<file path="src/rtl/sn_pkg.sv">
// Shared stochastic-number definitions: APC state encoding, width helper and
// the default stream length that the SNG stages also use.
package sn_pkg;

  localparam int SN_WIN_LEN_DEFAULT = 16;

  typedef enum logic [1:0] {
    IDLE = 2'd0,
    ACC  = 2'd1,
    HOLD = 2'd2
  } apc_state_t;

  // Ceiling log2, usable in constant (parameter) context.
  function automatic int clog2_f(input int value);
    int r;
    r = 0;
    while ((32'sd1 << r) < value) begin
      r = r + 32'sd1;
    end
    return r;
  endfunction

endpackage

</file>
<file path="src/rtl/sn_popcount.sv">
// Combinational population count of N_LANE stochastic bits.
module sn_popcount
  import sn_pkg::*;
#(
  parameter int N_LANE = 4,
  parameter int PC_W   = clog2_f(N_LANE + 1)
) (
  input  logic [N_LANE-1:0] bits,
  output logic [PC_W-1:0]   count
);

  // Lane-by-lane sum; synthesis rebalances the chain into an adder tree.
  always_comb begin
    count = {PC_W{1'b0}};
    for (int i = 0; i < N_LANE; i++) begin
      count = count + PC_W'(bits[i]);
    end
  end

endmodule

</file>
<file path="src/rtl/sn_apc_counter.sv">
// Accumulative parallel counter: pop-counts N_LANE stochastic streams over a
// WIN_LEN-cycle window and presents the total on a valid/ready output.
// Build option SN_BIPOLAR_EN: result is two's complement 2*ones - N_LANE*WIN_LEN.
module sn_apc_counter
  import sn_pkg::*;
#(
  parameter int N_LANE  = 4,
  parameter int WIN_LEN = SN_WIN_LEN_DEFAULT,
  parameter int ACC_W   = clog2_f(N_LANE * WIN_LEN + 1)
) (
  input  logic              i_clk_apc,
  input  logic              i_rst_apc,
  input  logic [N_LANE-1:0] i_sn_bits,
  input  logic              i_start_apc,
  input  logic              i_stop_apc,
  input  logic              i_bn_ready,
`ifdef SN_BIPOLAR_EN
  output logic [ACC_W:0]    o_bn_data,
`else
  output logic [ACC_W-1:0]  o_bn_data,
`endif
  output logic              o_bn_valid,
  output logic              o_busy
);

`ifdef SN_BIPOLAR_EN
  localparam int OUT_W = ACC_W + 1;
`else
  localparam int OUT_W = ACC_W;
`endif
  localparam int PC_W  = clog2_f(N_LANE + 1);
  localparam int CNT_W = (WIN_LEN > 1) ? clog2_f(WIN_LEN) : 1;
  localparam logic [CNT_W-1:0] LAST_IDX = CNT_W'(WIN_LEN - 1);

  localparam logic [1:0] ST_IDLE = IDLE;
  localparam logic [1:0] ST_ACC  = ACC;
  localparam logic [1:0] ST_HOLD = HOLD;

  logic [PC_W-1:0]  pc_s;
  logic [ACC_W-1:0] sum_s;
  logic [OUT_W-1:0] result_s;
  logic [1:0]       state_r;
  logic [ACC_W-1:0] acc_r;
  logic [CNT_W-1:0] cnt_r;
  logic [OUT_W-1:0] bn_data_r;
  logic             bn_valid_r;
  logic             busy_r;

  sn_popcount #(
    .N_LANE (N_LANE),
    .PC_W   (PC_W)
  ) u_popcount (
    .bits  (i_sn_bits),
    .count (pc_s)
  );

  // Running total including the current cycle's lanes, and its output coding.
  always_comb begin
    sum_s = acc_r + ACC_W'(pc_s);
`ifdef SN_BIPOLAR_EN
    result_s = {sum_s, 1'b0} - OUT_W'(N_LANE * WIN_LEN);
`else
    result_s = sum_s;
`endif
  end

  // Window control FSM with accumulator, sample counter and output registers.
  always_ff @(posedge i_clk_apc) begin
    if (i_rst_apc) begin
      state_r    <= ST_IDLE;
      acc_r      <= {ACC_W{1'b0}};
      cnt_r      <= {CNT_W{1'b0}};
      bn_data_r  <= {OUT_W{1'b0}};
      bn_valid_r <= 1'b0;
      busy_r     <= 1'b0;
    end else begin
      case (state_r)
        ST_IDLE: begin
          if (i_start_apc) begin
            state_r <= ST_ACC;
            acc_r   <= {ACC_W{1'b0}};
            cnt_r   <= {CNT_W{1'b0}};
            busy_r  <= 1'b1;
          end else begin
            state_r <= ST_IDLE;
          end
        end
        ST_ACC: begin
          // Abort wins over the final sample: no result escapes a stopped window.
          if (i_stop_apc) begin
            state_r <= ST_IDLE;
            busy_r  <= 1'b0;
          end else if (cnt_r == LAST_IDX) begin
            bn_data_r  <= result_s;
            bn_valid_r <= 1'b1;
            state_r    <= ST_HOLD;
            busy_r     <= 1'b0;
          end else begin
            acc_r <= sum_s;
            cnt_r <= cnt_r + CNT_W'(1);
          end
        end
        ST_HOLD: begin
          if (i_bn_ready) begin
            bn_valid_r <= 1'b0;
            if (i_start_apc) begin
              state_r <= ST_ACC;
              acc_r   <= {ACC_W{1'b0}};
              cnt_r   <= {CNT_W{1'b0}};
              busy_r  <= 1'b1;
            end else begin
              state_r <= ST_IDLE;
            end
          end else if (i_stop_apc) begin
            bn_valid_r <= 1'b0;
            state_r    <= ST_IDLE;
          end else begin
            state_r <= ST_HOLD;
          end
        end
        default: begin
          state_r    <= ST_IDLE;
          bn_valid_r <= 1'b0;
          busy_r     <= 1'b0;
        end
      endcase
    end
  end

  assign o_bn_data  = bn_data_r;
  assign o_bn_valid = bn_valid_r;
  assign o_busy     = busy_r;

endmodule
</file>
<file path="config.mk">
export PLATFORM = sky130hd
export DESIGN_NAME = sn_apc_counter
export DESIGN_NICKNAME = d
export VERILOG_FILES = /design/src/rtl/sn_pkg.sv /design/src/rtl/sn_popcount.sv /design/src/rtl/sn_apc_counter.sv
export SDC_FILE = /design/constraint.sdc
export NUM_CORES = 1
export LEC_CHECK = 0
export ABC_AREA = 0
export CORE_UTILIZATION = 28
export DETAILED_ROUTE_END_ITERATION = 8
export HOLD_SLACK_MARGIN = 0.08
export SETUP_SLACK_MARGIN = 0.15
export SYNTH_ARGS = -nofsm -noshare
export SYNTH_HDL_FRONTEND = slang
export SYNTH_HIERARCHICAL = 1
export SYNTH_SLANG_ARGS = --single-unit
</file>
<file path="constraint.sdc">
create_clock -name i_clk_apc -period 3.3 [get_ports i_clk_apc]
set_input_delay 0.33 -clock i_clk_apc [delete_from_list [all_inputs] [get_ports i_clk_apc]]
set_output_delay 0.33 -clock i_clk_apc [all_outputs]
set_load 0.005 [all_outputs]
</file>
==> flow_summary.toml, run 1 <==
[status]
status = "complete, no violations"

[clocking]
root_buffer = "clkbuf_8"
postCtsHoldBufs = 0
cts_buffer_depth = 2
cts_sinks = 22
cts-htree-levels = 1
numCtsBuffers = 3
cts_setup_buffers = 0
cts_tree = "done"
clock_latency_ns = 0.26
clk_pin_slew_ns = 0.08
cts.repair.resized = 0

[worst_hold_path]
min_path_cells = 2
worst_hold_startpoint = "acc_r[2]"
holdPathEnd = "acc_r[2]"
hold_path.class = "flip-flop to flip-flop"

[setup_path]
critPathCaptureType = "flip-flop"
cp_slowest_cell = "fa_1"
r2r_end = "acc_r[6]"
r2r_cells = 5
rrSetupSlack_ns = 1.46
critPathArrivalTime_ns = 3.05
critical_path.top_delay_family = "adder cells"
path_class = "input pin to flip-flop"
path_cells = "clkdlybuf4s50_1 -> inv_1 -> fa_1 -> inv_1 -> ha_1 -> ha_1 -> inv_1 -> fa_1 -> nor2b_1 -> o2111a_1 -> xnor2_1 -> a211oi_2"
critPathMaxFanout = 3
r2r-start = "cnt_r[0]"
path_buf_inv = 4
crit_path_start_kind = "input pin"
slowest_delay_ns = 0.52
crit_required_ns = 3.41
critical_path.most_common_cell = "inv_1"

[power]
power_density_nw_per_um2 = 352
clock_power_share_pct = 31.9
p_sw_mw = 0.132
power_frac_seq_pct = 52.8
power_frac_comb_pct = 15.4
p_total_mw = 0.520
p_int_mw = 0.388
ir_drop_mv = 0.165
p_leak_nw = 0.542
swShare_pct = 25.4

[detailed_routing]
firstDrtPassIters = 4
routed_wl_um = 2490
postRouteAntennaNets = 0
drc = 0
drt_iter0_drc = 20
via_count = 966
wl_per_cell_um = 12.7
viasPerCell = 4.93

[sta]
fin_setup_tns_ns = 0
fmax_mhz = 341
worst-slew-pin-transition_ns = 0.921
drv_slew = 0
slew-limit-headroom_pct = 38.4
fin_crit_sh_pct = 88.9
hold_violations = 0
skew_ns = 0.00779
finalSetupViolCount = 0
min_period_ns = 2.93
rsz0062_at_grt = "false"

[layout]
layout_commonest_cell = "dfxtp_1"
final_cell_mix = "dfxtp_1, clkdlybuf4s50_1, nor2_1"
syn2layout_area_growth_pct = 21.3
post-route-util_pct = 36.1
final_area_sq_um = 1480
fin_cells = 196
diodes = 0
nets = 165
post_route_cells_drive_above_1_share_pct = 13.0

[synth]
ys_seq_elements = 22
ys.flop_type = "dfxtp_1"
yosys.area.top_type = "dfxtp_1"
synth_top_cell_area_share_pct = 36.2
ys_warn_count = 6
syn_nets = 145
ys_top_cells_by_area = "dfxtp_1, a211oi_2, ha_1"
seq_area_frac_synth_pct = 36.2
synth_edf_count = 0
syn_area_sq_um = 1220
synthArstFlopShare_pct = 0
ys_types = 38
syn_inst = 128
syn_area_per_cell_sq_um = 9.51

[global_route]
grt_max_degree = 24
grt_pass1_vias = 972
overflow = 0
antenna_found_initial = 0
grt_pass1_wl_um = 4170
grt_usage_pct = 12.3

[placed_design]
post-place-cells = 193
place_area_sq_um = 1440
gp_congestion = 0.814
post-dp-hpwl_um = 1830
numPortBuffers = 17

[die]
die_area_sq_um = 4620
pin_count = 18
fp.dieH_um = 67.9
core_area_sq_um = 4090
num_rows = 23
start_util_pct = 29.8
die_x_um = 67.9

[flow_run]
cap_violations = 0
[metal layers]
layer	vias to the layer above	part of all wire (%)	global-route usage [%]
li1	490	-	-
met1	460	47	14.3
met2	14	49	21.4
met3	2	3.1	3.50
met4	0	0.32	3.91
met5	-	0	0
[power groups by stage]
stage	clock network [mW]	registers (mW)	logic (mW)
after floorplan	0	0.280	0.0552
after global placement	0	0.281	0.0772
after detailed placement	0	0.281	0.0800
after CTS	0.174	0.274	0.0805
after global routing	0.186	0.275	0.0897
final	0.166	0.275	0.0799
[logic make-up (layout without fill, tap and decap cells)]
family                   count (synthesis)  in the layout  synth area share, %
multiplexers                             3              3                 2.47
XOR/XNOR                                 4              4                 2.88
AND/OR/NAND/NOR                         43             43                 20.5
AO/OA/AOI/OAI                           34             34                 23.0
flip-flops                              22             22                 36.2
adder cells (fa/ha/maj)                  8              8                 9.46
buffers and inverters                   14             32                 5.55
[worst min-delay path: stages (launching register included)]
cell	delay [ns]
dfxtp_1	0.31
nand2_1	0.05
a21oi_1	0.05
[Yosys cell counts, types with 2 or more instances]
| cell | number |
|---|---|
| nor2b_1 | 2 |
| o21ba_1 | 5 |
| nand3_1 | 2 |
| nor3_2 | 3 |
| mux2i_1 | 3 |
| nor2_1 | 15 |
| dfxtp_1 | 22 |
| buf_6 | 2 |
| or3_1 | 2 |
| a211oi_1 | 3 |
| xnor2_1 | 3 |
| o21ai_0 | 3 |
| o21ai_1 | 2 |
| and3_1 | 3 |
| nand3b_1 | 4 |
| inv_1 | 10 |
| ha_1 | 6 |
| a21oi_1 | 8 |
| nand2_1 | 5 |
| fa_1 | 2 |
| a211oi_2 | 6 |
[sequential cells by signal, indices dropped and copies added (netlist names)]
signal      cells
acc_r           7
o_bn_data       7
cnt_r           4
state_r         2
o_bn_valid      1
o_busy          1
[layout make-up]
type                    count  area (sq um)
clock buffers               3          41.3
multi-input cells          92           709
inverters                  10          37.5
flip-flops and latches     22           440
fillers                   419          2610
well taps                  50          62.6
repair buffers             19           185
[how the worst max path moves through the flow]
| stage | slack [ns] | cells past startpoint | from | end |
|---|---|---|---|---|
| after floorplan | 0.72 | 11 | i_sn_bits[0] | o_bn_data[6] |
| after global placement | 0.13 | 12 | i_sn_bits[0] | o_bn_data[6] |
| after detailed placement | 0.06 | 12 | i_sn_bits[0] | acc_r[6] |
| after CTS | 0.35 | 12 | i_sn_bits[0] | o_bn_data[6] |
| after global routing | 0.24 | 12 | i_sn_bits[0] | o_bn_data[6] |
| final | 0.37 | 12 | i_sn_bits[0] | o_bn_data[6] |
[stage by stage]
stage / hold slack, ns / setup WS (ns)
after global placement: 0.444 / 0.132
after floorplan: 0.407 / 0.718
after global routing: 0.482 / 0.241
after CTS: 0.461 / 0.346
after detailed placement: 0.452 / 0.0603
final: 0.455 / 0.368
No activity file was read; power rests on OpenSTA's default activity.
==> run 2: changes to the inputs <==
--- a/config.mk
+++ b/config.mk
@@ -14,3 +14,4 @@
 export SYNTH_HDL_FRONTEND = slang
 export SYNTH_HIERARCHICAL = 1
 export SYNTH_SLANG_ARGS = --single-unit
+export TNS_END_PERCENT = 5
==> results of run 2 <==
No change in the layout: final DEF, timing and power equal those of run 1.
==> run 3: changes to the inputs <==
--- a/config.mk
+++ b/config.mk
@@ -6,7 +6,9 @@
 export NUM_CORES = 1
 export LEC_CHECK = 0
 export ABC_AREA = 0
+export CORE_MARGIN = 2
 export CORE_UTILIZATION = 28
+export CTS_BUF_LIST = sky130_fd_sc_hd__clkbuf_2
 export DETAILED_ROUTE_END_ITERATION = 8
 export HOLD_SLACK_MARGIN = 0.08
 export SETUP_SLACK_MARGIN = 0.15
==> flow_summary.toml, run 3 (synthesis results as in run 1) <==
[global_route]
grt_pass1_wl_um = 4250
grt_pass1_vias = 963
grt_max_degree = 24
grt_usage_pct = 10.5
antenna_found_initial = 0
overflow = 0

[placed_design]
post-place-cells = 192
place_area_sq_um = 1430
post-dp-hpwl_um = 1780
numPortBuffers = 17
gp_congestion = 0.819

[flow_run]
cap_violations = 0

[setup_path]
crit_required_ns = 3.56
path_class = "input pin to flip-flop"
critPathMaxFanout = 3
slowest_delay_ns = 0.53
r2r-start = "cnt_r[0]"
critPathArrivalTime_ns = 3.11
cp_slowest_cell = "fa_1"
path_cells = "clkdlybuf4s50_1 -> inv_1 -> fa_1 -> inv_1 -> ha_1 -> ha_1 -> inv_1 -> fa_1 -> nor2b_1 -> o2111a_1 -> xnor2_1 -> a211oi_2"
crit_start = "i_sn_bits[0]"
path_buf_inv = 4
critical_path.top_delay_family = "adder cells"
crit_path_start_kind = "input pin"
critical_path.most_common_cell = "inv_1"
critPathCaptureType = "flip-flop"

[status]
status = "complete, no violations"

[layout]
layout_commonest_cell = "dfxtp_1"
final_area_sq_um = 1440
diodes = 0
nets = 164
post-route-util_pct = 35.3
fin_cells = 195
final_cell_mix = "dfxtp_1, clkdlybuf4s50_1, nor2_1"
syn2layout_area_growth_pct = 18.5
post_route_cells_drive_above_1_share_pct = 12.4

[sta]
fin_crit_sh_pct = 86.4
fmax_mhz = 351
min_period_ns = 2.85
whs_ns = 0.476
rsz0062_at_grt = "false"
skew_ns = 0.00770
drv_slew = 0
worst-slew-pin-transition_ns = 0.907
finalSetupViolCount = 0
fin_setup_tns_ns = 0
slew-limit-headroom_pct = 39.2
hold_violations = 0

[detailed_routing]
viasPerCell = 4.96
wl_per_cell_um = 12.0
routed_wl_um = 2340
via_count = 967
drt_iter0_drc = 15
postRouteAntennaNets = 0
firstDrtPassIters = 3
drc = 0

[die]
pin_count = 18
num_rows = 23
core_area_sq_um = 4090
start_util_pct = 29.8
fp.dieH_um = 69.9
die_x_um = 69.9
die_area_sq_um = 4890

[power]
p_leak_nw = 0.527
ir_drop_mv = 0.125
power_density_nw_per_um2 = 318

[clocking]
cts-htree-levels = 1
clock_latency_ns = 0.33
clk_pin_slew_ns = 0.20
root_buffer = "clkbuf_2"
cts_buffer_depth = 2
numCtsBuffers = 3
cts_tree = "done"
postCtsHoldBufs = 0
cts_sinks = 22
cts.repair.resized = 0
cts_setup_buffers = 0

[worst_hold_path]
hold_path.class = "flip-flop to flip-flop"
worst_hold_startpoint = "acc_r[0]"
-- run 3: cell types whose count changed in the layout (fill, tap and decap cells not counted), sizes merged --
cell | before | now
buf | 2 | 1
-- run 3: metrics by stage --
| stage | setup WS (ns) | power [mW] |
|---|---|---|
| 6_report | 0.450 | 0.459 |
| 2_1_floorplan | 0.718 | 0.335 |
| 4_1_cts | 0.447 | 0.468 |
| 5_1_grt | 0.293 | 0.484 |
| 3_3_place_gp | 0.157 | 0.358 |
| 3_5_place_dp | 0.0888 | 0.362 |
-- run 3: where the power goes --
part	internal (mW)	total (mW)	switching [mW]
Sequential	0.271	0.275	0.00461
Clock	0.0248	0.104	0.0796
Combinational	0.0374	0.0797	0.0424
-- run 3: worst paths after layout --
check | slack (ns) | depth (start not counted) | end
max | 0.45 | 12 | o_bn_data[6]
min reg2reg | 0.48 | 2 | acc_r[0]
max reg2reg | 1.32 | 5 | o_bn_data[0]
min | 0.48 | 2 | acc_r[0]
-- run 3: cell type report --
| cell class | instances | area (sq um) |
|---|---|---|
| Fill cell | 422 | 2640 |
| Multi-Input combinational cell | 92 | 709 |
| Sequential cell | 22 | 440 |
| Timing Repair Buffer | 18 | 178 |
| Tap cell | 50 | 62.6 |
| Inverter | 10 | 37.5 |
| Clock buffer | 3 | 15.0 |
-- run 3: routing by layer --
layer | vias to the layer above | wire length, um | GRT usage, %
met5 | - | 0 | 0
met4 | 0 | 37 | 3.85
met3 | 5 | 63 | 1.88
met2 | 11 | 1150 | 18.4
met1 | 461 | 1090 | 12.7
li1 | 490 | - | -
-- run 3: worst reg2reg max path: stages (launching register included) --
cell and delay, ns:
dfxtp_1 0.40, ha_1 0.22, nand3_1 0.18, nor3_2 0.77, mux2i_1 0.26, nor2_1 0.05
